--- src/rtl/instruction_fetch_controller_pkg.sv ---
// Shared definitions for the instruction fetch controller: FSM encodings and fetch constants.
package instruction_fetch_controller_pkg;

    typedef enum logic [1:0] {
        FETCH_IDLE  = 2'd0,
        FETCH_RUN   = 2'd1,
        FETCH_FAULT = 2'd2
    } fetch_state_e;

    localparam logic [31:0] NOP_INSTRUCTION = 32'h0000_0013;
    localparam int unsigned PC_INCREMENT    = 4;

endpackage

--- src/rtl/instruction_fetch_controller.sv ---
// Owns the PC, drives the combinational instruction memory and registers each fetched
// instruction into a one-entry valid/ready output stage for decode.
module instruction_fetch_controller
    import instruction_fetch_controller_pkg::*;
#(
    parameter int unsigned          WORDSIZE         = 64,
    parameter int unsigned          INSTRUCTION_SIZE = 32,
    parameter int unsigned          MEMORY_SIZE      = 1024,
    parameter logic [WORDSIZE-1:0]  RESET_PC         = '0
) (
    input  logic                        i_clk,
    input  logic                        i_rst_n,
    input  logic                        i_start,
    input  logic                        i_halt_req,
    input  logic                        i_redirect_valid,
    input  logic [WORDSIZE-1:0]         i_redirect_pc,
    output logic [WORDSIZE-1:0]         o_imem_addr,
    input  logic [INSTRUCTION_SIZE-1:0] i_imem_instruction,
    output logic                        o_out_valid,
    input  logic                        i_out_ready,
    output logic [INSTRUCTION_SIZE-1:0] o_out_instruction,
    output logic [WORDSIZE-1:0]         o_out_pc,
    output logic                        o_busy,
    output logic                        o_fault,
    output logic [WORDSIZE-1:0]         o_fault_pc
);

    localparam logic [WORDSIZE-3:0] MEM_WORDS = (WORDSIZE-2)'(MEMORY_SIZE);
    localparam logic [WORDSIZE-1:0] PC_STEP   = WORDSIZE'(PC_INCREMENT);

    fetch_state_e                r_state;
    logic [WORDSIZE-1:0]         r_pc;
    logic                        r_out_valid;
    logic [INSTRUCTION_SIZE-1:0] r_out_instruction;
    logic [WORDSIZE-1:0]         r_out_pc;
    logic                        r_fault;
    logic [WORDSIZE-1:0]         r_fault_pc;

    fetch_state_e                w_state_next;
    logic [WORDSIZE-1:0]         w_pc_next;
    logic                        w_out_valid_next;
    logic [INSTRUCTION_SIZE-1:0] w_out_instruction_next;
    logic [WORDSIZE-1:0]         w_out_pc_next;
    logic                        w_fault_next;
    logic [WORDSIZE-1:0]         w_fault_pc_next;

    logic w_transfer;
    logic w_slot_free;
    logic w_misaligned;
    logic w_out_of_range;

    assign w_transfer     = r_out_valid && i_out_ready;
    assign w_slot_free    = !r_out_valid || i_out_ready;
    assign w_misaligned   = |i_redirect_pc[1:0];
    assign w_out_of_range = r_pc[WORDSIZE-1:2] >= MEM_WORDS;

    always_comb begin
        w_state_next           = r_state;
        w_pc_next              = r_pc;
        w_out_valid_next       = r_out_valid && !w_transfer;
        w_out_instruction_next = r_out_instruction;
        w_out_pc_next          = r_out_pc;
        w_fault_next           = r_fault;
        w_fault_pc_next        = r_fault_pc;

        case (r_state)
            FETCH_IDLE: begin
                if (i_start) begin
                    w_state_next = FETCH_RUN;
                end
                // A misaligned entry point faults even if start arrives alongside it.
                if (i_redirect_valid) begin
                    w_pc_next = i_redirect_pc;
                    if (w_misaligned) begin
                        w_state_next    = FETCH_FAULT;
                        w_fault_next    = 1'b1;
                        w_fault_pc_next = i_redirect_pc;
                    end
                end
            end
            FETCH_RUN: begin
                if (i_redirect_valid) begin
                    w_out_valid_next = 1'b0;
                    w_pc_next        = i_redirect_pc;
                    if (w_misaligned) begin
                        w_state_next    = FETCH_FAULT;
                        w_fault_next    = 1'b1;
                        w_fault_pc_next = i_redirect_pc;
                    end
                end else if (i_halt_req) begin
                    w_state_next = FETCH_IDLE;
                end else if (w_out_of_range) begin
                    w_state_next    = FETCH_FAULT;
                    w_fault_next    = 1'b1;
                    w_fault_pc_next = r_pc;
                end else if (w_slot_free) begin
                    w_out_valid_next       = 1'b1;
                    w_out_instruction_next = i_imem_instruction;
                    w_out_pc_next          = r_pc;
                    w_pc_next              = r_pc + PC_STEP;
                end
            end
            FETCH_FAULT: begin
            end
            default: begin
                w_state_next = FETCH_IDLE;
            end
        endcase
    end

    always_ff @(posedge i_clk) begin
        if (!i_rst_n) begin
            r_state           <= FETCH_IDLE;
            r_pc              <= RESET_PC;
            r_out_valid       <= 1'b0;
            r_out_instruction <= '0;
            r_out_pc          <= '0;
            r_fault           <= 1'b0;
            r_fault_pc        <= '0;
        end else begin
            r_state           <= w_state_next;
            r_pc              <= w_pc_next;
            r_out_valid       <= w_out_valid_next;
            r_out_instruction <= w_out_instruction_next;
            r_out_pc          <= w_out_pc_next;
            r_fault           <= w_fault_next;
            r_fault_pc        <= w_fault_pc_next;
        end
    end

    assign o_imem_addr       = {2'b00, r_pc[WORDSIZE-1:2]};
    assign o_out_valid       = r_out_valid;
    assign o_out_instruction = r_out_instruction;
    assign o_out_pc          = r_out_pc;
    assign o_busy            = (r_state == FETCH_RUN);
    assign o_fault           = r_fault;
    assign o_fault_pc        = r_fault_pc;

endmodule

--- config.mk ---
export PLATFORM = sky130hd
export DESIGN_NAME = instruction_fetch_controller
export DESIGN_NICKNAME = d
export VERILOG_FILES = /design/src/rtl/instruction_fetch_controller_pkg.sv /design/src/rtl/instruction_fetch_controller.sv
export SDC_FILE = /design/constraint.sdc
export NUM_CORES = 1
export LEC_CHECK = 0
export CORE_UTILIZATION = 45
export DETAILED_ROUTE_END_ITERATION = 8
export GPL_ROUTABILITY_DRIVEN = 0
export PLACE_DENSITY = 0.84
export SYNTH_ARGS = -nofsm -noshare
export SYNTH_HDL_FRONTEND = slang
export SYNTH_SLANG_ARGS = --single-unit
export TNS_END_PERCENT = 100
--- constraint.sdc ---
create_clock -name i_clk -period 3.1 [get_ports i_clk]
set_input_delay 0.465 -clock i_clk [delete_from_list [all_inputs] [get_ports i_clk]]
set_output_delay 0.465 -clock i_clk [all_outputs]
set_load 0.01 [all_outputs]
==> key figures, run 1 <==
Logic synthesis
  – Post-synthesis xor/xnor area fraction: 0
  – Share of the synthesized area in the top cell type: 0.416
  – Post-synth EDFFs: 0
  – Mux cell area share after synthesis: 0.117
  – Sequential-to-total area share from yosys stat: 0.416
  – Synth Cell Area: 11,000 µm²
  – Top_reg_cell synth: dfxtp_1
  – Post-synthesis cell type count: 56
  – Synth Area in Adders: 0.00228
  – Average size of a mapped cell: ~8.6 µm²
  – Yosys top cell by area: dfxtp_1
  – Largest family of logic cells by synthesized area: simple AND/OR/NAND/NOR gates
  – Post-synthesis compound-gate area fraction: 0.165
  – Seq cells post-synth: between 200 and 250
  – Synth Area in Simple Gates: 0.207
  – Warnings, synthesis: 0
  – Synth area leaders: dfxtp_1, mux2i_1, nand2_1
  – Post-synth ARST share: 0
  – Post-Synthesis Cells: roughly 1,300

Floorplanning
  – Core area: roughly 24,000 µm²
  – Initial Util: 0.463
  – Die Area: around 25,000 µm²
  – Die height: 158 µm
  – I/O Pins: 329
  – Site row count: 56
  – Die W: between 150 and 200 µm

Setup path
  – CP required: roughly 3.5 ns
  – Startpoint type of the worst setup path: register
  – Family with the most delay on the worst path: simple AND/OR/NAND/NOR gates
  – RR Endpoint: r_pc[33]
  – R2R cell count: 5
  – Arr. time, crit path: approximately 3.2 ns
  – Launch point of the worst reg-to-reg path: r_pc[14]
  – Critical Path Source: r_pc[14]
  – Critical path buffer and inverter count: 0
  – Worst Setup End Kind: register
  – Worst path cell trace: nand4_1, or4b_2, nor4_1, a222oi_1, a211oi_1
  – Worst-path fanout max: 6
  – Max incr delay on CP: just over 0.8 ns
  – Worst Path Class, Setup: register to register
  – R2r setup slk: 0.30 ns
  – Slowest-stage cell, CP: or4b_2

STA
  – Slew margin rel.: 0.290
  – Final Skew: between 0.015 and 0.02 ns
  – TNS Setup: 0 ns
  – Unrepaired setup endpoints after global routing: no
  – Final setup violation count: 0
  – Minimum clock period: 2.80 ns
  – Slew @ Worst Pin: ~1.1 ns
  – FMAX: 0.357 GHz
  – Hold WS: roughly 0.40 ns
  – Fin. max-slew vios: 0
  – Final Cycle Share: 0.903
  – Hold Vio Cnt, Final: 0

Drt
  – DR WL/cell: just under 20 µm
  – DRT Pass-1 Iters: 6
  – Drt via density: ~6
  – DRC Markers: 0
  – Via count: 10,600
  – Post-Route WL: between 30 and 40 mm
  – Post-DRT Antenna Nets: 0
  – Initial DRC Count: approximately 970

Clock tree
  – CTS Root Buffer Type: clkbuf_16
  – CTS tree: yes
  – # hold bufs at CTS: 0
  – CTS Buf Count: 25
  – Clock tree sinks: 228
  – CTS Buffer Depth: 3
  – Post-CTS Setup Inserts: 0
  – Clock slew at reported path FFs: ~0.07 ns
  – Clock Latency Late Sink: 0.53 ns
  – Cts repair resizes: 0
  – Clock H-tree levels: 1

Cells and area
  – Ant diodes: 0
  – Final Util: 0.633
  – Area grow syn2layout: 36.7%
  – Layout cells sized above 1: 0.0659
  – Fin nets: ~1,600

Run status
  – Outcome: finished, final reports clean

Power
  – Net Sw Frac: 0.272
  – Static Leak: approximately 6 nW
  – Int Power: 5.64 mW
  – Total net switching power: 2.11 mW
  – Peak supply drop: just over 0.0004 V
  – Reg power frac: 0.416
  – Clk pwr share: 0.409
  – Tot Pwr: ~7.8 mW
  – Comb power frac: 0.175
  – Pwr Density: roughly 520 nW/µm²

Global route
  – GRT Total Usage: 0.269
  – Largest net degree at the start of global routing: between 150 and 200
  – Gr ovfl total: 0
  – Initial antenna violation count: 0
  – Via count of the first global-routing pass: slightly above 10,000
  – First-pass GRT wire length: approximately 54 mm

Placement
  – PortBufs: 326
  – Hpwl dp: around 23 mm

Min path
  – HP Class: input port to register
  – Hold wc startpoint: i_rst_n
  – WHS Endpoint: o_fault_pc[22]
  – WHS Path Cells: 3

Flow run
  – Max_cap viols: 0
registers in the layout (all words and copies together), names as in the netlist:
signal,count
o_out_valid,1
r_state,2
o_out_instruction,32
o_out_pc,64
o_fault,1
r_pc,64
o_fault_pc,64
layout make-up:
cell class | instances | area [µm²]
tap | 319 | 399
clock inverter | 13 | 179
clock buffer | 32 | 702
fill | 1939 | 8690
inverter | 13 | 48.8
multi-input combinational | 852 | 5450
sequential | 228 | 4560
timing repair buffer | 364 | 3650
worst reg2reg max path: stages (launching register included):
cell      delay [ns]
dfxtp_1         0.47
nand4_1         0.33
or4b_2          0.82
nor4_1          0.65
a222oi_1        0.19
a211oi_1        0.26
synth_stat cells (all sizes together) (23+ instances only):
library cell	number
a21oi	70
and3	53
buf	80
clkbuf	108
dfxtp	228
mux2i	128
nand2	206
nand4	81
nor4	23
o211ai	61
o21ai	47
o31ai	48
through the flow:
| step | cell area [µm²] | std cells | worst slack, ns |
|---|---|---|---|
| final | 15000 | 1821 | 0.302 |
| after global routing | 15000 | 1821 | 0.258 |
| after CTS | 15000 | 1821 | 0.387 |
| after detailed placement | 14100 | 1776 | 0.242 |
| after global placement | 14100 | 1776 | 0.276 |
| after floorplan | 11000 | 1281 | 0.593 |
logic make-up after synthesis:
kind of cell,after synthesis
other,1
multiplexers,128
buffers and inverters,201
AO/OA/AOI/OAI,273
AND/OR/NAND/NOR,447
flip-flops,228
adder cells (fa/ha/maj),2
layer usage:
| metal | wire, µm | vias up | share of wire | GRT usage |
|---|---|---|---|---|
| met4 | 1010 | 0 | 0.029 | 0.0929 |
| met2 | 16400 | 486 | 0.47 | 0.445 |
| li1 | - | 5026 | - | - |
| met3 | 3370 | 70 | 0.096 | 0.0775 |
| met1 | 14400 | 5065 | 0.41 | 0.332 |
| met5 | 0 | - | 0 | 0 |
worst max-delay path by stage:
stage	end	cells past startpoint	slack, ns
after global routing	r_pc[37]	5	0.26
after detailed placement	r_pc[36]	6	0.24
after floorplan	r_pc[42]	7	0.59
after global placement	r_pc[42]	6	0.28
final	r_pc[33]	5	0.30
after CTS	r_pc[33]	5	0.39
power by group through the flow:
| stage | clock [mW] | combinational (mW) | sequential (mW) |
|---|---|---|---|
| floorplan | 0 | 0.732 | 3.28 |
| global placement | 0 | 1.32 | 3.28 |
| detailed placement | 0 | 1.35 | 3.28 |
| CTS | 3.22 | 1.35 | 3.22 |
| global route | 3.34 | 1.45 | 3.24 |
| finish | 3.17 | 1.35 | 3.22 |
layout by cell type, fill, tap and decap left out, types with 3 or more instances in the layout:
cell type	netlist	routed
buf_4	64	30
o211ai_1	61	61
and4_1	5	5
or3_1	5	5
bufinv_16	0	4
nand2b_1	6	6
a211oi_1	10	10
nor3_1	6	6
buf_12	0	8
and2_1	8	8
clkbuf_8	0	5
mux2i_1	128	128
clkinv_2	0	5
o211a_1	7	7
a21oi_1	70	69
a22oi_1	8	8
and3_1	53	53
nand2_1	206	205
nand4b_1	3	3
nand3_1	20	20
dfxtp_1	228	228
clkdlybuf4s50_1	0	325
nand4_1	81	81
nor2b_1	5	4
nor4_1	22	21
clkbuf_16	0	25
o31ai_1	48	47
o21ai_0	47	47
or4_1	6	6
inv_1	13	12
nor2_1	12	10
(Power assumes the default switching activity.)
==> run 2, diff against run 1 <==
--- a/config.mk
+++ b/config.mk
@@ -5,10 +5,10 @@
 export SDC_FILE = /design/constraint.sdc
 export NUM_CORES = 1
 export LEC_CHECK = 0
-export CORE_UTILIZATION = 45
+export CORE_UTILIZATION = 40
 export DETAILED_ROUTE_END_ITERATION = 8
 export GPL_ROUTABILITY_DRIVEN = 0
-export PLACE_DENSITY = 0.84
+export PLACE_DENSITY = 0.77
 export SYNTH_ARGS = -nofsm -noshare
 export SYNTH_HDL_FRONTEND = slang
 export SYNTH_SLANG_ARGS = --single-unit
==> run 2 against run 1 <==
Worst hold slack gained 0.059 ns. Non-clock buffer count grew 14. Via count shrank 0.32%. Combinational power grew 4%. Count of clock-buffer cells in the layout grew 8. Fmax shrank 0.42%. Sequential share of layout area shrank 0.20 points. Final cell count grew 2.1%. Critical endpoint is now o_fault_pc[20]. Largest power group unchanged. Highest routed layer unchanged.
==> key figures, run 2 (same netlist as run 1, synthesis figures left out) <==
Setup path
  – Worst Setup End Kind: register
  – Critical Path Source: r_pc[43]
  – Worst Path Class, Setup: register to register
  – Arr. time, crit path: 3.27 ns (+0.03 ns)
  – R2r setup slk: 0.29 ns (about the same)
  – Worst-path fanout max: 19 (+13)
  – R2R cell count: 6 (+1)
  – Launch point of the worst reg-to-reg path: r_pc[43]
  – RR Endpoint: o_fault_pc[20]
  – CP required: 3.56 ns (+0.02 ns)
  – Startpoint type of the worst setup path: register
  – CP Capture Point: o_fault_pc[20]

STA
  – Slew margin rel.: 0.290 (-0.000626)
  – Final Cycle Share: 0.906 (+0.00377)
  – Final setup margin: 0.290 ns (-0.0117 ns)
  – Unrepaired setup endpoints after global routing: no
  – FMAX: 0.356 GHz (-0.42%)
  – Slew @ Worst Pin: 1.07 ns (+0.000938 ns)
  – Fin. max-slew vios: 0 (unchanged)
  – Final setup violation count: 0 (unchanged)
  – Minimum clock period: 2.81 ns (+0.0117 ns)
  – Hold Vio Cnt, Final: 0 (unchanged)
  – TNS Setup: 0 ns (unchanged)
  – Final Skew: 0.0115 ns (-0.00566 ns)

Drt
  – Via count: 10,600 (-0.32%)
  – DR WL/cell: 19.2 µm (-0.72%)
  – Routed wl met2: 16.3 mm (-0.57%)
  – Post-Route WL: 35.7 mm (+1.4%)
  – DRC Markers: 0 (unchanged)
  – Metal-1 WL: 15.4 mm (+6.6%)
  – Routed wl met3: 2.95 mm (-13%)
  – Drt via density: 5.71 (-2.4%)
  – Post-DRT Antenna Nets: 0 (unchanged)
  – Top Layer Used: met4
  – Initial DRC Count: 784 (-19%)
  – DRT Pass-1 Iters: 5 (-1)

Clock tree
  – Clock tree sinks: 228 (unchanged)
  – CTS Root Buffer Type: clkbuf_16
  – CTS Buf Count: 27 (+8.0%)
  – Clock slew at reported path FFs: 0.07 ns (about the same)
  – CTS tree: yes
  – Clock Latency Late Sink: 0.54 ns (about the same)
  – Cts repair resizes: 0 (unchanged)
  – # hold bufs at CTS: 0 (unchanged)
  – CTS Buffer Depth: 3 (unchanged)
  – Post-CTS Setup Inserts: 0 (unchanged)
  – Clock H-tree levels: 1 (unchanged)

Min path
  – HP Class: input port to register
  – Hold wc startpoint: i_rst_n

Power
  – Pwr Density: 504 nW/µm² (-2.5%)
  – Tot Pwr: 7.60 mW (-1.9%)
  – Peak supply drop: 0.000604 V (+49%)
  – Static Leak: 6.08 nW (+0.85%)

Floorplanning
  – Initial Util: 0.407 (-0.0562)
  – Site row count: 60 (+7.1%)
  – Die Area: 28,100 µm² (+12%)
  – I/O Pins: 329 (unchanged)
  – Die W: 168 µm (+6.0%)
  – Core area: 27,000 µm² (+14%)
  – Die height: 168 µm (+6.0%)

Placement
  – PortBufs: 326 (unchanged)
  – Hpwl dp: 23.3 mm (-0.21%)
  – Place WS: 0.211 ns (-0.0316 ns)

Cells and area
  – Layout cells sized above 1: 0.0725 (+0.00660)
  – Most frequent cells in the layout: clkdlybuf4s50_1, dfxtp_1, nand2_1
  – Most common cell after layout, fill and taps aside: clkdlybuf4s50_1
  – Area grow syn2layout: 37.6%
  – Fin nets: 1,604 (+1.0%)

Flow run
  – Max_cap viols: 0 (unchanged)

Global route
  – Gr ovfl total: 0 (unchanged)
  – First-pass GRT wire length: 56.1 mm (+3.9%)
  – Largest net degree at the start of global routing: 131 (-27%)
  – Initial antenna violation count: 1 (+1)
  – Via count of the first global-routing pass: 10,300 (+1.1%)
  – GRT Total Usage: 0.245 (-0.0245)

Run status
  – Outcome: finished, final reports clean
==> run 2: cell count changes in the layout (fill, tap and decap cells not counted), sizes merged <==
cell,change
buf,+14
clkbuf,+8
clkinvlp,-1
bufinv,-4
diode,+1
clkinv,-2
==> run 2: stage by stage <==
stage	std cells	area, µm²	util	hold WS, ns
2_1_floorplan	1281	11000	-	0.450
3_3_place_gp	1812	14300	0.529	0.450
6_report	1859	15100	0.560	0.462
3_5_place_dp	1812	14300	0.529	0.457
5_1_grt	1859	15100	0.560	0.483
4_1_cts	1858	15100	0.560	0.441
==> run 2: layer usage <==
| layer | GRT usage | up-vias |
|---|---|---|
| met4 | 0.0905 | 0 |
| met2 | 0.395 | 443 |
| met1 | 0.316 | 5037 |
| li1 | - | 5055 |
| met5 | 0 | - |
| met3 | 0.0581 | 78 |
==> run 2: area by class of cell <==
cell class | instances | area, µm²
Fill cell | 2409 | 11900
Clock buffer | 40 | 795
Inverter | 13 | 48.8
Clock inverter | 6 | 37.5
Tap cell | 341 | 427
Sequential cell | 228 | 4560
Multi-Input combinational cell | 852 | 5450
Timing Repair Buffer | 378 | 3770
Antenna cell | 1 | 2.50
==> run 2: report_power, final <==
part	total [mW]	switching, mW	leakage [nW]	internal [mW]
logic	1.40	0.739	3.81	0.658
clock network	3.00	1.24	0.414	1.76
registers	3.21	0.135	1.86	3.07
==> run 2: worst min path at each step <==
stage	to	cells after the start
6_report	o_fault_pc[9]	3
5_1_grt	o_out_pc[2]	2
4_1_cts	r_pc[38]	3
3_5_place_dp	o_out_instruction[12]	2
3_3_place_gp	o_out_instruction[23]	2
2_1_floorplan	r_pc[0]	2
==> run 2: worst max-delay path, stage by stage (launching register included) <==
cell and delay [ns]:
dfxtp_1 0.34, nor4_1 0.45, and4_1 0.32, nand4_1 0.21, o31ai_4 0.71, buf_4 0.46, mux2i_1 0.23
==> run 3, diff against run 2 <==
--- a/config.mk
+++ b/config.mk
@@ -5,9 +5,11 @@
 export SDC_FILE = /design/constraint.sdc
 export NUM_CORES = 1
 export LEC_CHECK = 0
+export CAP_MARGIN = 20
 export CORE_UTILIZATION = 40
 export DETAILED_ROUTE_END_ITERATION = 8
 export GPL_ROUTABILITY_DRIVEN = 0
+export GPL_TIMING_DRIVEN = 0
 export PLACE_DENSITY = 0.77
 export SYNTH_ARGS = -nofsm -noshare
 export SYNTH_HDL_FRONTEND = slang
==> run 3 against run 2 <==
Worst hold slack worse by 0.28 ns. Count of clock-buffer cells in the layout shrank 1. Largest power group is now the clock network. Final cell count rose by 7.5%. Sequential power increased by 1%. Combinational power grew 4%. Sequential share of layout area is 0.97 points lower. Cell area increased by 3.3%. Utilization up 1.9 points. Via count up 8.1%. Global-route usage increased by 3.5 points. Total power grew 4.6%. Critical path depth increased by 1.
==> key figures, run 3 (same netlist as run 1, synthesis figures left out) <==
Clock tree
  – CTS Root Buffer Type: clkbuf_16
  – CTS Buffer Depth: 3 (unchanged)
  – CTS tree: yes
  – CTS Buf Count: 27 (unchanged)
  – Clock tree sinks: 228 (unchanged)
  – Clock H-tree levels: 1 (unchanged)
  – Clock slew at reported path FFs: 0.06 ns (about the same)
  – Clock Latency Late Sink: 0.54 ns (about the same)

Setup path
  – Max incr delay on CP: 0.56 ns (-0.15 ns)
  – Arr. time, crit path: 3.43 ns (+0.16 ns)
  – Critical path buffer and inverter count: 2 (+1)
  – Family with the most delay on the worst path: simple AND/OR/NAND/NOR gates
  – Startpoint type of the worst setup path: register
  – Worst-path fanout max: 10 (-9)
  – Worst Path Class, Setup: register to register
  – Worst path cell trace: clkbuf_1, nor4_1, nand2_1, nor4_4, nand3_1, clkbuf_1, and3_1
  – Slowest-stage cell, CP: nor4_1
  – Crit-path most repeated cell: clkbuf_1
  – CP required: 3.53 ns (-0.03 ns)
  – Worst Setup End Kind: register

Placement
  – Place WS: -0.302 ns (-0.513 ns)
  – DP Cell Count: 1,946 (+7.4%)
  – PortBufs: 324 (-0.61%)
  – Hpwl dp: 29.7 mm (+28%)

Floorplanning
  – Core area: 27,000 µm² (unchanged)
  – Die Area: 28,100 µm² (unchanged)
  – Site row count: 60 (unchanged)
  – I/O Pins: 329 (unchanged)
  – Initial Util: 0.407 (unchanged)
  – Die height: 168 µm (unchanged)
  – Die W: 168 µm (unchanged)

Power
  – Pwr Density: 510 nW/µm² (+1.2%)
  – Peak supply drop: 0.000441 V (-27%)
  – Static Leak: 6.34 nW (+4.3%)

Cells and area
  – Most frequent cells in the layout: clkdlybuf4s50_1, dfxtp_1, nand2_1
  – Register area: 4560 µm² (unchanged)
  – Layout Cells excl Fill: 1,998 (+7.5%)
  – Fillers: 2,379 (-1.2%)
  – Most common cell after layout, fill and taps aside: clkdlybuf4s50_1
  – Final Util: 0.578 (+0.0185)
  – Multi-input logic area: 5420 µm² (-0.48%)
  – Fin nets: 1,739 (+8.4%)
  – Layout cells sized above 1: 0.0792 (+0.00664)
  – Area grow syn2layout: 42.1%

STA
  – Final setup violation count: 0 (unchanged)
  – Slew @ Worst Pin: 0.973 ns (-0.0924 ns)
  – Fin. max-slew vios: 0 (unchanged)
  – Slew margin rel.: 0.350 (+0.0602)
  – Minimum clock period: 3.00 ns (+0.188 ns)
  – Unrepaired setup endpoints after global routing: yes
  – FMAX: 0.334 GHz (-6.3%)
  – Final setup margin: 0.102 ns (-0.188 ns)
  – Final Cycle Share: 0.967 (+0.0606)
  – Hold Vio Cnt, Final: 0 (unchanged)
  – Final Skew: 0.0126 ns (+0.00108 ns)

Global route
  – Via count of the first global-routing pass: 11,200 (+8.7%)
  – Initial antenna violation count: 2 (+1)
  – First-pass GRT wire length: 62.7 mm (+12%)
  – Largest net degree at the start of global routing: 14 (-89%)
  – Gr ovfl total: 0 (unchanged)
  – GRT Total Usage: 0.279 (+0.0347)

Drt
  – Via count: 11,500 (+8.1%)
  – Drt via density: 5.74 (+0.60%)
  – DRC Markers: 0 (unchanged)
  – Initial DRC Count: 1,067 (+36%)
  – DR WL/cell: 20.4 µm (+6.4%)
  – Post-DRT Antenna Nets: 0 (unchanged)
  – Post-Route WL: 40.8 mm (+14%)
  – DRT Pass-1 Iters: 5 (unchanged)

Flow run
  – Max_cap viols: 0 (unchanged)

Run status
  – Outcome: finished, final reports clean

Min path
  – HP Class: input port to register
[run 3: cell count changes in the layout (fill, tap and decap cells not counted), moves of 3 or more]
cell       before  now
bufinv_16       0    3
buf_4          43   65
buf_2           0   11
clkbuf_1        6  113
buf_12          9    0
buf_1           0    4
[run 3: timing repair]
item                                    in CTS  in global routing
endpoints found under the setup margin      79                 58
pin swaps                                    0                  1
endpoints found under the hold margin        0                  0
buffers inserted                             0                  1
resized for setup                            3                  5
hold buffers                                 0                  0
[run 3: metrics by stage]
stage | TNS [ns] | hold slack, ns | power (mW) | cell area (µm²)
floorplan | 0 | 0.450 | 4.01 | 11000
global placement | -22.28 | 0.450 | 4.69 | 14600
detailed placement | -27.87 | 0.457 | 4.72 | 14600
CTS | 0 | 0.150 | 7.96 | 15600
global route | -0.00460 | 0.182 | 8.21 | 15600
finish | 0 | 0.178 | 7.95 | 15600
[run 3: per-layer routing]
layer,share of wire,vias to the layer above,global-route usage
met2,0.46,592,0.469
met1,0.41,5454,0.344
met5,0,-,0
met3,0.094,103,0.0688
li1,-,5326,-
met4,0.036,0,0.105
[run 3: worst paths after layout]
kind / from / endpoint / slack, ns / cells past startpoint
setup reg to reg: r_pc[32] / o_out_pc[38] / 0.10 / 7
hold reg to reg: o_out_instruction[15] / o_out_instruction[15] / 0.47 / 2
hold / removal: i_redirect_valid / r_state[0] / 0.18 / 2
setup / recovery: r_pc[32] / o_out_pc[38] / 0.10 / 7
[run 3: final cells by class]
class	instances	area share
buffer	188	0.0622
sequential	228	0.293
inverter	13	0.00313
clock buffer	39	0.0494
multi-input combinational	852	0.348
timing repair buffer	325	0.209
tap	341	0.0274
antenna	2	0.000321
clock inverter	10	0.00843
[run 3: report_power, final]
| part | total [mW] | internal, mW | switching, mW | leakage, nW |
|---|---|---|---|---|
| clock network | 3.26 | 1.97 | 1.29 | 0.444 |
| logic | 1.45 | 0.679 | 0.767 | 4.04 |
| registers | 3.25 | 3.07 | 0.176 | 1.86 |
